===== src/rtl/ahb_bridge_pkg.sv =====
// Shared AHB-Lite encodings and the bridge state type for the UART register bridge.
// Both the bridge RTL and its bench import this package.
package ahb_bridge_pkg;

  localparam logic [1:0] HTRANS_IDLE   = 2'b00;
  localparam logic [1:0] HTRANS_BUSY   = 2'b01;
  localparam logic [1:0] HTRANS_NONSEQ = 2'b10;
  localparam logic [1:0] HTRANS_SEQ    = 2'b11;

  localparam logic [2:0] HSIZE_WORD = 3'b010;

  localparam logic HRESP_OKAY  = 1'b0;
  localparam logic HRESP_ERROR = 1'b1;

  typedef enum logic [2:0] {
    ST_IDLE = 3'd0,
    ST_WR   = 3'd1,
    ST_RD   = 3'd2,
    ST_ERR1 = 3'd3,
    ST_ERR2 = 3'd4
  } state_e;

endpackage


===== src/rtl/ahb_bridge_timeout.sv =====
// Wait-state counter: counts register-side stall cycles and flags the last
// allowed one so the bridge can abandon the access.
module ahb_bridge_timeout #(
  parameter int TIMEOUT = 16
) (
  input  logic clk_i,
  input  logic rst_ni,
  input  logic clear_i,
  input  logic tick_i,
  output logic expire_o
);

  localparam int CW = $clog2(TIMEOUT + 1);

  logic [CW-1:0] cnt_q, cnt_d;

  assign expire_o = (cnt_q == CW'(TIMEOUT - 1));

  // Holds at the expiry value so a stray extra tick can never wrap to zero.
  always_comb begin
    cnt_d = cnt_q;
    if (clear_i) begin
      cnt_d = '0;
    end else if (tick_i && !expire_o) begin
      cnt_d = cnt_q + 1'b1;
    end
  end

  always_ff @(posedge clk_i or negedge rst_ni) begin
    if (!rst_ni) begin
      cnt_q <= '0;
    end else begin
      cnt_q <= cnt_d;
    end
  end

endmodule


===== src/rtl/ahb_lite_reg_bridge.sv =====
// AHB-Lite slave that turns each accepted beat into one register read/write
// strobe, with register-side wait states, a stall timeout and two-cycle ERROR.
module ahb_lite_reg_bridge
  import ahb_bridge_pkg::*;
#(
  parameter int ADDR_WIDTH = 32,
  parameter int DATA_WIDTH = 32,
  parameter int REG_AW     = 8,
  parameter int TIMEOUT    = 16
) (
  input  logic                  HCLK,
  input  logic                  HRESETn,
  input  logic                  HSEL,
  input  logic [ADDR_WIDTH-1:0] HADDR,
  input  logic [1:0]            HTRANS,
  input  logic                  HWRITE,
  input  logic [2:0]            HSIZE,
  input  logic [DATA_WIDTH-1:0] HWDATA,
  input  logic                  HREADY,
  output logic [DATA_WIDTH-1:0] HRDATA,
  output logic                  HREADYOUT,
  output logic                  HRESP,
  output logic [REG_AW-1:0]     reg_addr,
  output logic                  reg_wr_en,
  output logic [DATA_WIDTH-1:0] reg_wdata,
  output logic                  reg_rd_en,
  input  logic [DATA_WIDTH-1:0] reg_rdata,
  input  logic                  reg_ready,
  output logic [2:0]            dbg_state_o
);

  state_e            state_q, state_d, tgt_state;
  logic [REG_AW-1:0] addr_q, addr_d;
  logic              accept, legal, take;
  logic              wait_tick, wait_expire;

  assign accept = HSEL && HREADY && ((HTRANS == HTRANS_NONSEQ) || (HTRANS == HTRANS_SEQ));
  assign legal  = (HSIZE == HSIZE_WORD) && (HADDR[1:0] == 2'b00) &&
                  (HADDR[ADDR_WIDTH-1:REG_AW] == '0);

  assign tgt_state   = !legal ? ST_ERR1 : (HWRITE ? ST_WR : ST_RD);
  assign wait_tick   = ((state_q == ST_WR) || (state_q == ST_RD)) && !reg_ready;
  assign dbg_state_o = state_q;

  // A new beat is taken from IDLE, from ERR2, or on the completing cycle of WR/RD.
  always_comb begin
    state_d = state_q;
    addr_d  = addr_q;
    take    = 1'b0;
    case (state_q)
      ST_IDLE: begin
        take = accept;
      end
      ST_WR, ST_RD: begin
        if (reg_ready) begin
          take    = accept;
          state_d = ST_IDLE;
        end else if (wait_expire) begin
          state_d = ST_ERR1;
        end
      end
      ST_ERR1: begin
        state_d = ST_ERR2;
      end
      ST_ERR2: begin
        take    = accept;
        state_d = ST_IDLE;
      end
      default: begin
        state_d = ST_IDLE;
      end
    endcase
    if (take) begin
      state_d = tgt_state;
      addr_d  = HADDR[REG_AW-1:0];
    end
  end

  always_comb begin
    HREADYOUT = 1'b1;
    HRESP     = HRESP_OKAY;
    HRDATA    = '0;
    reg_wr_en = 1'b0;
    reg_rd_en = 1'b0;
    reg_addr  = '0;
    reg_wdata = '0;
    case (state_q)
      ST_WR: begin
        reg_wr_en = 1'b1;
        reg_addr  = addr_q;
        reg_wdata = HWDATA;
        HREADYOUT = reg_ready;
      end
      ST_RD: begin
        reg_rd_en = 1'b1;
        reg_addr  = addr_q;
        HREADYOUT = reg_ready;
        HRDATA    = reg_ready ? reg_rdata : '0;
      end
      ST_ERR1: begin
        HREADYOUT = 1'b0;
        HRESP     = HRESP_ERROR;
      end
      ST_ERR2: begin
        HRESP = HRESP_ERROR;
      end
      default: begin
        HREADYOUT = 1'b1;
      end
    endcase
  end

  always_ff @(posedge HCLK or negedge HRESETn) begin
    if (!HRESETn) begin
      state_q <= ST_IDLE;
      addr_q  <= '0;
    end else begin
      state_q <= state_d;
      addr_q  <= addr_d;
    end
  end

  ahb_bridge_timeout #(
    .TIMEOUT (TIMEOUT)
  ) u_timeout (
    .clk_i    (HCLK),
    .rst_ni   (HRESETn),
    .clear_i  (take),
    .tick_i   (wait_tick),
    .expire_o (wait_expire)
  );

endmodule


===== config.mk =====
export PLATFORM = sky130hd
export DESIGN_NAME = ahb_lite_reg_bridge
export DESIGN_NICKNAME = d
export VERILOG_FILES = /design/src/rtl/ahb_bridge_pkg.sv /design/src/rtl/ahb_bridge_timeout.sv /design/src/rtl/ahb_lite_reg_bridge.sv
export SDC_FILE = /design/constraint.sdc
export NUM_CORES = 1
export LEC_CHECK = 0
export ABC_AREA = 0
export CAP_MARGIN = 10
export CELL_PAD_IN_SITES_DETAIL_PLACEMENT = 1
export CELL_PAD_IN_SITES_GLOBAL_PLACEMENT = 1
export CORE_MARGIN = 5
export CORE_UTILIZATION = 16
export CTS_CLUSTER_DIAMETER = 80
export DETAILED_ROUTE_END_ITERATION = 12
export GPL_TIMING_DRIVEN = 1
export PLACE_DENSITY_LB_ADDON = 0.1
export SYNTH_ARGS = -nofsm -noshare
export SYNTH_HDL_FRONTEND = slang
export SYNTH_SLANG_ARGS = --single-unit

===== constraint.sdc =====
create_clock -name HCLK -period 2.2 [get_ports HCLK]
set_input_delay 0.33 -clock HCLK [delete_from_list [all_inputs] [get_ports HCLK]]
set_output_delay 0.33 -clock HCLK [all_outputs]
set_load 0.1 [all_outputs]

==> flow_metrics.py <==
metrics = {
    "run_status": {
        "status": "finished clean",
    },
    "floorplan": {
        "dieArea_um2": 11060,
        "row_count": 34,
        "ioPinCount": 186,
        "die_x_um": 105.2,
        "die_h_um": 105.2,
        "initial_core_util": 0.1653,
        "core_um2": 8763,
    },
    "logic_synthesis": {
        "yosysWarningCount": 0,
        "synth_edf_count": 0,
        "synth_area_per_cell_um2": 8.781,
        "ys_types": 40,
        "yosysSeqAreaShare": 0.2763,
        "async_flop_share": 1.000,
        "synthesis.nets": 274,
        "synth_flop_cell": "dfrtp_1",
        "synth_seq_cells": 16,
        "synthCells": 165,
        "syn_area_um2": 1449,
    },
    "placement": {
        "io_buffer_count": 184,
        "place_congestion": 0.7104,
        "dp_slack_ns": 0.1356,
        "dpl_cell_area_um2": 4373,
        "dp_hpwl_um": 6941,
    },
    "setup_path": {
        "cp_max_fo": 12,
        "reg2reg_from": "u_timeout.cnt_q[0]",
        "worstSetupEndpointType": "output port",
        "r2r_cells": 6,
        "rr_endpoint": "u_timeout.cnt_q[1]",
        "rrSetupSlack_ns": 0.36,
        "worstSetupPathType": "reg2out",
        "cp_data_arrival_time_ns": 1.78,
        "worstPathRequired_ns": 1.87,
        "crit_start": "dbg_state_o[0]",
        "crit_path_start_kind": "flip-flop",
    },
    "cells_and_area": {
        "final_nets": 457,
        "final_area_um2": 4428,
        "final_util": 0.5053,
        "n_antenna_cell": 0,
        "syn2layout_area_growth_pct": 205.6,
        "layout-drive-gt1-share": 0.5331,
    },
    "timing": {
        "slew_headroom": 0.6266,
        "rsz0062_at_grt": "false",
        "fin_crit_sh": 0.9577,
        "setup_ws_ns": 0.09306,
        "hold_violations": 0,
        "worst_pin_slew_ns": 0.5587,
        "setup_viol": 0,
        "slew_viol_final": 0,
        "fin_skew_ns": 0.001495,
        "min_period_ns": 2.107,
        "fmaxAchievable_mhz": 474.6,
    },
    "routing": {
        "drt_iter0_drc": 37,
        "ant_nets": 0,
        "drt_wl_total_um": 7709,
        "wl_per_cell_um": 16.94,
        "drc": 0,
        "met2_length_um": 3996,
        "drt_pass1_iterations": 2,
        "highest_layer": "met4",
        "vias_per_cell": 4.235,
        "vias": 1927,
        "wl_met1_um": 3031,
        "dr_wl_met3_um": 660,
    },
    "grt": {
        "grt_start_max_net_pins": 34,
        "grt_pass1_vias": 2097,
        "overflow": 0,
        "grt_use_total": 0.1312,
        "antenna_found_initial": 0,
        "grt_pass1_wl_um": 11740,
    },
    "clock_network": {
        "cts_resized": 0,
        "tritoncts": "built",
        "htree_levels": 1,
        "cts_buffers": 3,
        "ctsHoldBuffers": 0,
        "clkTransAtPathRegs_ns": 0.07,
        "cts.sinks": 16,
        "insertion_delay_ns": 0.25,
        "cts_buffer_depth": 2,
        "post-cts-setup-buffer-count": 0,
        "root_buffer": "clkbuf_8",
    },
    "power_and_ir_drop": {
        "total_power_uw": 2757,
        "power.leakage_uw": 0.001801,
        "peakVddDrop_mv": 0.3975,
        "power_per_cell_area_nw_per_um2": 622.6,
    },
    "min_path": {
        "hp-class": "in2async",
    },
    "run": {
        "drv_cap": 0,
    },
}
==> logic make-up (layout without fill, tap and decap cells) <==
logic type,count (synthesis),in the layout,share of synthesized area
simple gates,110,110,0.4957
flops,16,16,0.2763
mux,9,9,0.06909
fa+ha+maj,3,3,0.02418
buf+inv,13,195,0.05181
xor+xnor,4,4,0.02937
compound gates,10,10,0.05354
==> Yosys cell counts, types with 2 or more instances <==
| cell type | instances | area [um2] |
|---|---|---|
| clkbuf_1 | 5 | 18.77 |
| ha_1 | 2 | 25.02 |
| nand3_1 | 2 | 10.01 |
| and2_1 | 65 | 406.6 |
| nor2b_1 | 9 | 56.30 |
| nor3_1 | 2 | 10.01 |
| nand2b_1 | 3 | 18.77 |
| and3_1 | 3 | 18.77 |
| buf_2 | 3 | 15.01 |
| nand4_1 | 2 | 12.51 |
| mux2_2 | 8 | 90.09 |
| nor4_1 | 5 | 31.28 |
| nor2_1 | 7 | 26.28 |
| buf_6 | 3 | 33.78 |
| dfrtp_1 | 16 | 400.4 |
| inv_1 | 2 | 7.510 |
| nor2_2 | 3 | 18.77 |
| xnor2_1 | 3 | 26.28 |
==> report_power, final <==
group          internal, uW  switching (uW)
clock network           159             111
logic                   842            1190
registers               379            72.1
total                  1380            1380
==> through the flow <==
| step | TNS (ns) | cells | hold WS (ns) |
|---|---|---|---|
| CTS | 0 | 455 | 0.4064 |
| finish | 0 | 455 | 0.3958 |
| global placement | 0 | 451 | 0.4900 |
| global route | 0 | 455 | 0.4360 |
| floorplan | -1.179 | 165 | 0.03441 |
| detailed placement | 0 | 451 | 0.5015 |
==> worst max-delay path: stages, from the launching register on <==
cell and delay, ns:
dfrtp_4 0.56, nor3b_4 0.20, nor2_4 0.47, nor2b_4 0.09, buf_12 0.19
==> worst max path at each step <==
stage	to	slack [ns]	cells past startpoint
after CTS	reg_addr[6]	0.06	4
after global placement	addr_q[6]	0.18	5
after floorplan	reg_addr[0]	-0.06	5
after global routing	reg_addr[6]	0.03	4
final	reg_addr[6]	0.09	4
after detailed placement	addr_q[6]	0.14	5
==> layer usage <==
layer,up-vias,GRT usage
met5,-,0
met4,0,0.01187
met3,2,0.04377
met2,118,0.2473
met1,897,0.1476
li1,910,-
==> state kept, by name (all words and copies together) (netlist names) <==
name,count
addr_q,8
dbg_state_o,3
u_timeout.cnt_q,5
==> cell usage in the layout, fill, tap and decap left out, types with 2 or more instances in the layout <==
cell type / count
mux2_2: 8
inv_1: 2
nor2b_4: 8
clkbuf_8: 4
nand4_1: 2
dfrtp_1: 13
nor2_1: 5
and2_4: 18
nand2b_1: 2
ha_1: 2
clkdlybuf4s50_1: 105
dfrtp_4: 3
buf_4: 6
and2_2: 47
buf_12: 78
nor3_1: 2
and3_1: 3
xnor2_1: 3
nand3_1: 2
nor2_4: 2
nor2_2: 3
nor4_1: 5
==> cell type report <==
| class | instances | area (um2) |
|---|---|---|
| fill | 917 | 4335 |
| clock buffer | 4 | 55.05 |
| inverter | 2 | 7.507 |
| timing repair buffer | 189 | 2658 |
| tap | 108 | 135.1 |
| multi-input combinational | 136 | 1161 |
| sequential | 16 | 411.6 |
No activity file was read; power rests on OpenSTA's default activity.
